==> config.mk <==
export PLATFORM = sky130hd
export DESIGN_NAME = hamming74_byte_sched
export DESIGN_NICKNAME = d
export VERILOG_FILES = /design/src/rtl/hamming74_byte_sched.sv
export SDC_FILE = /design/constraint.sdc
export NUM_CORES = 1
export LEC_CHECK = 0
export ABC_AREA = 1
export CAP_MARGIN = 20
export CELL_PAD_IN_SITES_DETAIL_PLACEMENT = 1
export CELL_PAD_IN_SITES_GLOBAL_PLACEMENT = 1
export CORE_UTILIZATION = 35
export DETAILED_ROUTE_END_ITERATION = 16
export PLACE_DENSITY_LB_ADDON = 0.1
export SLEW_MARGIN = 20
export SYNTH_ARGS = -nofsm -noshare
export SYNTH_HDL_FRONTEND = slang
export SYNTH_HIERARCHICAL = 1
export SYNTH_SLANG_ARGS = --single-unit
==> constraint.sdc <==
create_clock -name clk -period 4.1 [get_ports clk]
set_input_delay 0.82 -clock clk [delete_from_list [all_inputs] [get_ports clk]]
set_output_delay 0.82 -clock clk [all_outputs]
set_load 0.03 [all_outputs]
==> src/rtl/hamming74_byte_sched.sv <==
// rtl/hamming74_byte_sched.sv - byte scheduler sharing one Hamming(7,4) codec between encode and decode requesters
// Optional corrected-error counter enabled by defining HAMMING_ERRCNT_EN.

module hamming_encoder (
    input  logic [3:0] data,
    output logic [6:0] encoded_data
);
    // Bit i holds codeword position i+1: p1 p2 d0 p4 d1 d2 d3.
    assign encoded_data = {data[3], data[2], data[1],
                           data[1] ^ data[2] ^ data[3],
                           data[0],
                           data[0] ^ data[2] ^ data[3],
                           data[0] ^ data[1] ^ data[3]};
endmodule

module hamming_decoder (
    input  logic [6:0] encoded_data,
    output logic [3:0] data,
    output logic       err
);
    logic [2:0] syndrome;
    logic [6:0] corrected;

    assign syndrome[0] = encoded_data[0] ^ encoded_data[2] ^ encoded_data[4] ^ encoded_data[6];
    assign syndrome[1] = encoded_data[1] ^ encoded_data[2] ^ encoded_data[5] ^ encoded_data[6];
    assign syndrome[2] = encoded_data[3] ^ encoded_data[4] ^ encoded_data[5] ^ encoded_data[6];

    // A non-zero syndrome names the 1-based position of the flipped bit.
    assign corrected = (syndrome == 3'd0) ? encoded_data
                                          : (encoded_data ^ (7'd1 << (syndrome - 3'd1)));
    assign data = {corrected[6], corrected[5], corrected[4], corrected[2]};
    assign err  = (syndrome != 3'd0);
endmodule

module hamming74_byte_sched #(
    parameter int ERR_CNT_W     = 8,
    parameter int RR_EN_DEFAULT = 1
) (
    input  logic                 clk,
    input  logic                 rst_n,
    input  logic                 enc_valid,
    output logic                 enc_ready,
    input  logic [7:0]           enc_data,
    input  logic                 dec_valid,
    output logic                 dec_ready,
    input  logic [13:0]          dec_code,
    output logic                 out_valid,
    input  logic                 out_ready,
    output logic [13:0]          out_data,
    output logic                 out_is_dec,
    output logic [1:0]           out_err,
    input  logic                 err_clr,
    output logic [ERR_CNT_W-1:0] err_count,
    output logic                 busy
);
    typedef enum logic [1:0] {IDLE, LO, HI, OUT} state_t;

    localparam bit RR_EN = (RR_EN_DEFAULT != 0);

    state_t      state, next_state;
    logic        mode_dec;
    logic        last_grant_dec;
    logic [13:0] payload;
    logic        grant_dec;
    logic        handshake;
    logic [3:0]  enc_in;
    logic [6:0]  enc_cw;
    logic [6:0]  dec_in;
    logic [3:0]  dec_data;
    logic        dec_err;

    hamming_encoder u_enc (.data(enc_in), .encoded_data(enc_cw));
    hamming_decoder u_dec (.encoded_data(dec_in), .data(dec_data), .err(dec_err));

    // On a tie the round-robin grant goes to whoever did not win last time.
    assign grant_dec = dec_valid & (~enc_valid | (RR_EN & ~last_grant_dec));
    assign handshake = (state == IDLE) & (enc_valid | dec_valid);

    always_ff @(posedge clk or negedge rst_n) begin
        if (!rst_n) state <= IDLE;
        else        state <= next_state;
    end

    always_comb begin
        next_state = state;
        case (state)
            IDLE: if (enc_valid | dec_valid) next_state = LO;
            LO:   next_state = HI;
            HI:   next_state = OUT;
            OUT:  if (out_ready) next_state = IDLE;
            default: next_state = IDLE;
        endcase
    end

    always_comb begin
        enc_ready = (state == IDLE) & enc_valid & ~grant_dec;
        dec_ready = (state == IDLE) & grant_dec;
        busy      = (state != IDLE);
        out_valid = (state == OUT);
        enc_in    = 4'd0;
        dec_in    = 7'd0;
        if (state == LO) begin
            if (mode_dec) dec_in = payload[6:0];
            else          enc_in = payload[3:0];
        end else if (state == HI) begin
            if (mode_dec) dec_in = payload[13:7];
            else          enc_in = payload[7:4];
        end
    end

    always_ff @(posedge clk or negedge rst_n) begin
        if (!rst_n) begin
            mode_dec       <= 1'b0;
            last_grant_dec <= 1'b1;
            payload        <= 14'd0;
            out_data       <= 14'd0;
            out_is_dec     <= 1'b0;
            out_err        <= 2'd0;
        end else begin
            if (handshake) begin
                mode_dec       <= grant_dec;
                last_grant_dec <= grant_dec;
                payload        <= grant_dec ? dec_code : {6'd0, enc_data};
            end
            if (state == LO) begin
                out_is_dec <= mode_dec;
                out_err    <= {1'b0, mode_dec & dec_err};
                out_data   <= mode_dec ? {10'd0, dec_data} : {7'd0, enc_cw};
            end else if (state == HI) begin
                out_err[1] <= mode_dec & dec_err;
                out_data   <= mode_dec ? {6'd0, dec_data, out_data[3:0]}
                                       : {enc_cw, out_data[6:0]};
            end
        end
    end

`ifdef HAMMING_ERRCNT_EN
    logic [1:0]           err_inc;
    logic [ERR_CNT_W:0]   err_sum;
    logic [ERR_CNT_W-1:0] err_count_q;

    // The HI cycle is the last one before OUT, so its increment lands on entry to OUT.
    assign err_inc = (state == HI && mode_dec) ? ({1'b0, out_err[0]} + {1'b0, dec_err}) : 2'd0;
    assign err_sum = {1'b0, err_count_q} + (ERR_CNT_W + 1)'(err_inc);

    always_ff @(posedge clk or negedge rst_n) begin
        if (!rst_n)                 err_count_q <= '0;
        else if (err_clr)           err_count_q <= '0;
        else if (err_sum[ERR_CNT_W]) err_count_q <= '1;
        else                        err_count_q <= err_sum[ERR_CNT_W-1:0];
    end

    assign err_count = err_count_q;
`else
    logic unused_err_clr;
    assign unused_err_clr = err_clr;
    assign err_count      = '0;
`endif

endmodule
==> summary.txt <==
Setup path
  – Setup crit end kind: register
  – CP startpoint kind: register
  – Critical path type: reg -> reg
  – Highest fanout seen on the critical path: 10
  – Arrival time of the worst setup path: 3.72 ns
  – Data required, critical path: 4.29 ns

Synth
  – Cell taking the most area after synthesis: dfrtp_1
  – Count of flip-flops with a built-in enable after synthesis: 0
  – Register bit total from synthesis: 35
  – Synth unique cells: 29
  – Most area-consuming cells after synthesis: dfrtp_1 (35%), nand2_1 (19%), nand3_1 (7.5%), inv_1 (5.6%), buf_4 (3.7%)
  – Area share of the largest cell type after synthesis: 35.3%
  – Fraction of the yosys area taken by sequential cells: 36.4%
  – Warnings from Yosys: 6
  – Fraction of synthesis flops using an asynchronous set or reset pin: 100%
  – Mean cell area of the mapped netlist: 6.89 µm²
  – Combined area of all synthesized cells: 0.00241 mm²
  – Prevailing post-synth register cell: dfrtp_1
  – Gate Count Post-Synth: 350

Status
  – Failing checks: DRC
  – Result of the run: complete, but fails checks

GRT
  – Antenna violations before repair: 0
  – Via count of the first global-routing pass: 2,344
  – Largest net degree at the start of global routing: 20
  – Global route total overflow: 0
  – All-Layer GR Usage: 18.3%
  – First-pass GRT wire length: 10,600 µm

Power and ir drop
  – Cell area power density: 898 mW/mm²
  – Sw Share: 52.4%
  – Internal Power: 1280 µW
  – Leakage power summed over all cells: 0.00154 µW
  – Part of the total power dissipated in sequential elements: 21.9%
  – Part of the power in the clock network: 11.9%
  – Peak supply drop: 0.000313 V
  – Sw power: 1410 µW
  – Comb power frac: 66.1%

Die
  – Overall die area: 0.00722 mm²
  – Die Y-Extent: 85.0 µm
  – Rows: 29
  – Effective utilization at floorplan: 37.1%
  – Core area: 0.00649 mm²
  – Horiz. Die Dim: 85.0 µm
  – Ports placed on the boundary: 57

Clocking
  – Count of clock tree sinks: 35
  – Clock-pin slew on the worst setup and hold paths: 0.08 ns
  – CTS tree: done
  – Total of hold buffers inserted after clock tree synthesis: 0
  – CTS buffer count: 5
  – Count of instances resized after the clock tree is built: 0
  – Clock latency on the worst-skew pair: 0.29 ns
  – Buffer depth of the longest clock path: 2
  – Count of buffers added by post-CTS timing repair for setup: 0
  – Cell chosen for the clock root: clkbuf_8
  – H-Tree Level Count: 2

Final layout
  – Layout overhead on the synthesized area: 23.9%
  – Antenna Cells: 0
  – # nets final: 429
  – Share of cells above drive strength 1: 10.6%
  – Count of non-filler cells in the finished layout: 472

Routing
  – Vias per cell: 4.79
  – Aggregate routed wire length: 5970 µm
  – Average wire per cell in the routed design: 12.7 µm
  – Count of TritonRoute iterations in the first routing pass: 12
  – Number of design-rule violations left by the first detailed-router iteration: 73
  – Detail Route Antenna Nets: 0
  – Drc violations: 5
  – Via count: 2,261

Timing
  – Minimum clock period after layout: 3.53 ns
  – Fin worst setup slack: 0.571 ns
  – Setup violations, final: 0
  – Setup repair after global routing missed its margin: false
  – Sum of negative setup slack: 0 ns
  – Slew @ Worst Pin: 0.911 ns
  – Final worst hold slack: 0.477 ns
  – Tightest slew margin relative to the limit: 38.8%
  – Share of the clock period used by the worst path: 86.1%
  – Fin. max-slew vios: 0
  – Max Fclk: 283 MHz
  – Worst clock skew on the final layout: 0.00536 ns
  – Final count of hold timing violations: 0

Placed design
  – Number of port buffers: 47
  – Dpl ws: 0.550 ns
  – # placed instances: 464
  – Final weighted congestion in routability-driven placement: 0.777
  – Final HPWL from detailed placement: 4760 µm

Worst hold path
  – Path type of the worst min-delay path: reg -> reg

Job
  – Number of max-cap violations: 0
-- state kept, by name, indices dropped and copies added, names as in the netlist --
signal          count
mode_dec            1
payload            14
out_is_dec          1
last_grant_dec      1
out_data           14
state               2
out_err             2
-- cell usage in the layout, fill, tap and decap left out --
cell type / n
buf_4: 4
clkinv_4: 1
nor3_1: 8
inv_6: 1
inv_2: 9
dfstp_2: 1
bufinv_16: 1
nor2_4: 3
clkinv_1: 1
inv_1: 36
o21ai_1: 3
a31oi_1: 2
xor2_1: 1
a21oi_1: 14
dfrtp_1: 34
nor2_1: 19
or2_2: 1
nor2_8: 1
clkdlybuf4s50_1: 47
nand2_1: 124
o21bai_1: 1
o21ai_0: 8
clkbuf_8: 5
ha_1: 7
nand3_1: 36
clkinv_2: 1
nand4_1: 3
xnor2_1: 1
nand2_2: 11
conb_1: 8
nand2_4: 3
-- power by group through the flow --
stage | logic (µW) | clock network, µW | registers, µW
floorplan | 1270 | 0 | 668
global placement | 1730 | 0 | 591
detailed placement | 1790 | 0 | 595
CTS | 1800 | 330 | 589
global route | 1990 | 344 | 608
finish | 1770 | 320 | 588
-- worst max-delay path, stage by stage (launching register included) --
cell and delay, ns:
dfrtp_1 0.42, inv_1 0.11, ha_1 0.30, clkinv_1 0.19, nor2_1 0.08, nor3_1 0.51, inv_2 0.12, nand2_1 0.10
nand2_2 0.07, inv_1 0.07, nand2_2 0.06, nand2_4 0.09, nor2_1 0.05, ha_1 0.29, nor2_1 0.25, inv_1 0.12
nor2_4 0.12, nand2_1 0.05, nand2_1 0.05, nand2_1 0.09, nand3_1 0.12, nand2_1 0.06, nand2_1 0.05, nand2_1 0.04
-- layer usage --
layer / wire length [µm] / global-route usage, %
met1: 2690 / 22.2
met2: 3000 / 32.7
met3: 171 / 3.11
met4: 110 / 6.16
met5: 0 / 0
-- through the flow --
step	area, µm²	power, µW	util, %
floorplan	2440	1930	-
global placement	2870	2320	44.2
detailed placement	2870	2380	44.2
CTS	2990	2720	46.0
global route	2990	2940	46.0
finish	2990	2680	46.0
-- logic make-up (layout without fill, tap and decap cells) --
family | after synthesis | in the layout | synth area share (%)
compound gates | 28 | 28 | 6.02
buf+inv | 68 | 106 | 14.1
other cells | 1 | 8 | 0.156
fa+ha+maj | 7 | 7 | 3.63
xor+xnor | 2 | 2 | 0.727
flops | 35 | 35 | 36.4
simple gates | 209 | 209 | 38.9
-- cell type report --
| class | count | area (µm²) |
|---|---|---|
| clock buffer | 5 | 68.8 |
| clock inverter | 3 | 43.8 |
| fill | 867 | 3510 |
| inverter | 47 | 181 |
| multi-input combinational | 254 | 1220 |
| sequential | 35 | 877 |
| tap | 77 | 96.3 |
| timing repair buffer | 51 | 500 |
-- cells in the mapped netlist (2+ instances only) --
| master | number |
|---|---|
| buf_6 | 4 |
| nor3_1 | 8 |
| a31oi_1 | 2 |
| nand2_4 | 3 |
| inv_2 | 9 |
| nand3_1 | 36 |
| o21ai_0 | 8 |
| buf_4 | 12 |
| nand2_1 | 124 |
| nor2_1 | 19 |
| inv_1 | 36 |
| nand2_2 | 11 |
| ha_1 | 7 |
| a21oi_1 | 14 |
| nand4_1 | 3 |
| dfrtp_1 | 34 |
| buf_2 | 4 |
| o21ai_1 | 3 |
| nor2_4 | 3 |
-- final timing paths --
kind | start | end | slack (ns) | depth (start not counted)
worst min register to register | last_grant_dec | last_grant_dec | 0.48 | 2
worst max-delay path | state[1] | out_data[6] | 0.57 | 23
max in group asynchronous | rst_n | state[0] | 2.35 | 2
min in group asynchronous | rst_n | payload[13] | 1.00 | 1
worst max register to register | state[1] | out_data[6] | 0.57 | 23
worst min-delay path | last_grant_dec | last_grant_dec | 0.48 | 2
(Power assumes the default switching activity.)
==> variant 1: new RTL, same settings <==
`ERR_CNT_W`: 8 -> 10.
--- a/src/rtl/hamming74_byte_sched.sv
+++ b/src/rtl/hamming74_byte_sched.sv
@@ -34,5 +34,5 @@
 
 module hamming74_byte_sched #(
-    parameter int ERR_CNT_W     = 8,
+    parameter int ERR_CNT_W     = 10,
     parameter int RR_EN_DEFAULT = 1
 ) (
Ports: changed (resized err_count); port bits go from 57 to 59. The function was not compared with the original's and may differ.
==> variant 1 against the original RTL <==
- setup slack better by 0.00056 ns
- sequential cell count is the same
- fmax about the same
- final area shrank 0.17%
- sequential share of layout area barely moved
- utilization down 0.33 points
- wire length is 1.4% lower
- synthesized area grew 0.62%
- total power is 1.7% lower
==> variant 1: results (changes against the original RTL) <==
.. list-table::
   :header-rows: 1

   * - Metric
     - Value
   * - Leak
     - 1.53 nW (-0.12%)
   * - Highest ir drop seen on vdd
     - 0.354 mV (+13%)
   * - Wire length of the first global-routing pass
     - 10300 um (-3.3%)
   * - Clock input transition at the sequential cells of the worst setup and hold paths
     - 0.07 ns
   * - Synthesized-area fraction occupied by xor and xnor cells
     - 0.722% (-0.0045 points)
   * - Post-CTS setup buffer count
     - 0 (unchanged)
   * - Synth area leaders
     - sky130_fd_sc_hd__dfrtp_1, sky130_fd_sc_hd__nand2_1, sky130_fd_sc_hd__nand3_1
   * - Worst Clk Skew
     - 0.00735 ns (+0.00199 ns)
   * - Depth of the most critical reg-to-reg path
     - 22 (-4.3%)
   * - Highest cell delay on the worst timing path
     - 0.43 ns (-0.08 ns)
   * - Post-placement worst setup slack
     - 0.445 ns (-0.104 ns)
   * - Share of synthesized cell area in full adder, half adder and majority cells
     - 3.61% (-0.023 points)
   * - # port buffers
     - 47 (unchanged)
   * - Vias in the first global route
     - 2200 (-6.1%)
   * - Portion of netlist area occupied by mux cells
     - 0% (unchanged)
   * - Layout cells sized above 1
     - 10.6% (-0.054 points)
   * - Worst hold path startpoint
     - last_grant_dec
   * - Length of the first detailed-routing pass in iterations
     - 4 (-8)
   * - Slowest stage cell, crit path
     - sky130_fd_sc_hd__dfrtp_1
   * - Top Registers
     - out_data (14), payload (14)
   * - Gpl congestion
     - 0.763 (-1.7%)
   * - Global router's overall resource usage
     - 17.7% (-0.60 points)
   * - Worst-case register-to-register setup slack
     - 0.57 ns (about the same)
   * - Share of synthesized area occupied by flip-flops and latches
     - 36.2% (-0.23 points)
   * - Total number of vias
     - 2266 (+0.22%)
   * - Run status
     - finished, final reports clean
   * - Hold slack final
     - 0.480 ns (+0.00355 ns)
   * - Post-synthesis compound-gate area fraction
     - 5.99% (-0.037 points)
   * - Number of buffers inserted during clock tree synthesis
     - 5 (unchanged)
   * - Drt total wl
     - 5890 um (-1.4%)
   * - Endpoint of the worst hold path
     - last_grant_dec
   * - Final HPWL DP
     - 4690 um (-1.5%)
   * - Data arrival time of the worst path
     - 3.71 ns (about the same)
   * - Max-slew headroom at the worst pin
     - 35.0% (-3.8 points)
   * - Net count of the finished layout
     - 431 (+0.47%)
   * - Iteration-0 DRC count of the detailed router
     - 71 (-2.7%)
-- variant 1: cell type report --
| type | count | area [um2] |
|---|---|---|
| repair buffers | 51 | 500 |
| inverters | 47 | 181 |
| flip-flops and latches | 35 | 877 |
| multi-input cells | 256 | 1230 |
| well taps | 77 | 96.3 |
| fillers | 856 | 3550 |
| clock inverters | 1 | 8.76 |
| clock buffers | 7 | 86.3 |
-- variant 1: power breakdown --
part | internal [mW] | switching, mW
registers | 0.495 | 0.0939
logic | 0.599 | 1.18
clock network | 0.138 | 0.133
-- variant 1: cell families (layout without fill, tap and decap cells) --
kind of cell / after synthesis / in the layout
AND/OR/NAND/NOR: 209 / 209
XOR/XNOR: 2 / 2
flip-flops: 35 / 35
buffers and inverters: 70 / 106
other: 1 / 10
AO/OA/AOI/OAI: 28 / 28
adder cells (fa/ha/maj): 7 / 7
-- variant 1: worst max-delay path by stage --
stage	from	to	slack, ns	cells after the start
final	state[1]	out_data[6]	0.57	22
after global placement	state[1]	out_data[6]	0.60	23
after global routing	state[1]	out_data[6]	0.14	23
after detailed placement	state[1]	out_data[6]	0.45	23
after CTS	state[1]	out_data[6]	0.42	23
after floorplan	state[0]	out_data[6]	1.11	23
-- variant 1: per-layer routing --
metal	track usage [%]	wire [um]	up-vias	part of all wire, %
met4	5.08	55	0	0.93
met5	0	0	-	0
met1	23.4	2820	1052	48
li1	-	-	1157	-
met2	30.2	2830	53	48
met3	2.33	180	4	3.1
-- variant 1: stage by stage --
step	instance area (um2)	utilization, %	std cells
after floorplan	2460	-	361
after global placement	2880	44.1	466
after detailed placement	2880	44.1	466
after CTS	2980	45.6	474
after global routing	2980	45.7	474
final	2980	45.7	474
==> variant 2: new RTL, same flow settings <==
Made on the original files. The 4 states of `state_t` get a one-hot encoding in 4 bits.
--- a/src/rtl/hamming74_byte_sched.sv
+++ b/src/rtl/hamming74_byte_sched.sv
@@ -54,5 +54,5 @@
     output logic                 busy
 );
-    typedef enum logic [1:0] {IDLE, LO, HI, OUT} state_t;
+    typedef enum logic [3:0] {IDLE = 4'b0001, LO = 4'b0010, HI = 4'b0100, OUT = 4'b1000} state_t;
 
     localparam bit RR_EN = (RR_EN_DEFAULT != 0);
Behaviour: same outputs for any inputs over 10 cycles, from zero or initial values and one cycle with rst_n low; not proved beyond that.
==> variant 2 against the original RTL <==
- synthesized area grew 2.3%
- final area rose by 1.6%
- setup slack better by 0.11 ns
- total power shrank 29%
- wire length shrank 2.6%
- sequential cell count up 2
- combinational power is 44% lower
- utilization fell by 1.3 points
- clock skew increased by 0.0022 ns
- sequential share of layout area up 1.2 points
- critical path type is now primary input to primary output
- critical endpoint is now dec_ready
==> variant 2: results (changes against the original RTL) <==
.. list-table::
   :header-rows: 1

   * - Metric
     - Value
   * - Run status
     - finished, final reports clean
   * - Top cells by count, synth
     - sky130_fd_sc_hd__nand2_1, sky130_fd_sc_hd__dfrtp_1, sky130_fd_sc_hd__nand3_1, sky130_fd_sc_hd__inv_1, sky130_fd_sc_hd__nor2_1
   * - Worst Clk Skew
     - 0.00752 ns (+0.00216 ns)
   * - Cell Count Post-Placement
     - 495 (+6.7%)
   * - Gpl congestion
     - 0.713 (-8.1%)
   * - Iteration-0 DRC count of the detailed router
     - 48 (-34%)
   * - Hold slack final
     - 0.479 ns (+0.00207 ns)
   * - Met3 layer usage reported by global route
     - 3.75% (+0.64 points)
   * - End point of the critical path
     - dec_ready
   * - Leak
     - 1.56 nW (+1.8%)
   * - Launching instance or port of the critical path
     - enc_valid
   * - Number of instances in the synthesized netlist
     - 363 (+3.7%)
   * - Global router's overall resource usage
     - 17.3% (-0.94 points)
   * - Layout cells sized above 1
     - 12.3% (+1.7 points)
   * - Pin count of the biggest net entering global routing
     - 38 (+90%)
   * - Depth of the most critical reg-to-reg path
     - 26 (+13%)
   * - Post-placement worst setup slack
     - 0.657 ns (+0.107 ns)
   * - Achievable frequency
     - 293 MHz (+3.3%)
   * - Reg-to-Reg Start
     - state[2]
   * - Vias in the first global route
     - 2328 (-0.68%)
   * - Top Registers
     - out_data (14), payload (14), state (4)
   * - Final HPWL DP
     - 4490 um (-5.7%)
   * - Net count of the finished layout
     - 435 (+1.4%)
   * - Worst-case register-to-register setup slack
     - 0.77 ns (+0.20 ns)
   * - Wire length of the first global-routing pass
     - 10400 um (-2.2%)
   * - Length of the first detailed-routing pass in iterations
     - 6 (-6)
   * - Drt total wl
     - 5820 um (-2.6%)
   * - Slew at the pin with the worst max-slew slack
     - 0.818 ns (-0.0929 ns)
   * - Met2 demand-to-capacity share in global routing
     - 32.0% (-0.74 points)
variant 2: layout make-up:
| class | count | area [um2] |
|---|---|---|
| clock buffer | 6 | 72.6 |
| clock inverter | 2 | 38.8 |
| fill | 890 | 3760 |
| inverter | 35 | 131 |
| multi-input combinational | 275 | 1240 |
| sequential | 37 | 928 |
| tap | 96 | 120 |
| timing repair buffer | 52 | 503 |
variant 2: power breakdown:
group / switching, mW / internal (mW) / leakage, nW
logic: 0.645 / 0.339 / 1.02
clock network: 0.134 / 0.183 / 0.0554
registers: 0.0954 / 0.507 / 0.484
total: 0.874 / 1.03 / 1.56
variant 2: critical path, cell delays in order:
cell and delay [ns]:
sky130_fd_sc_hd__clkdlybuf4s50_1 0.43, sky130_fd_sc_hd__nand2_1 0.09, sky130_fd_sc_hd__nand2_2 0.13, sky130_fd_sc_hd__inv_2 0.17
sky130_fd_sc_hd__nand2_1 0.14, sky130_fd_sc_hd__inv_2 0.13, sky130_fd_sc_hd__clkdlybuf4s50_1 0.68
variant 2: routing by layer:
layer / vias up / routed length [um] / share of wire [%]
li1: 1187 / - / -
met1: 1077 / 2710 / 47
met2: 42 / 2930 / 50
met3: 2 / 155 / 2.7
met4: 0 / 20 / 0.34
met5: - / 0 / 0
variant 2: cell families after synthesis:
| family | count (synthesis) | synth area share [%] |
|---|---|---|
| simple gates | 247 | 43.3 |
| xor+xnor | 2 | 0.710 |
| compound gates | 17 | 4.46 |
| buf+inv | 58 | 13.2 |
| fa+ha+maj | 1 | 0.507 |
| flops | 37 | 37.6 |
| other cells | 1 | 0.152 |
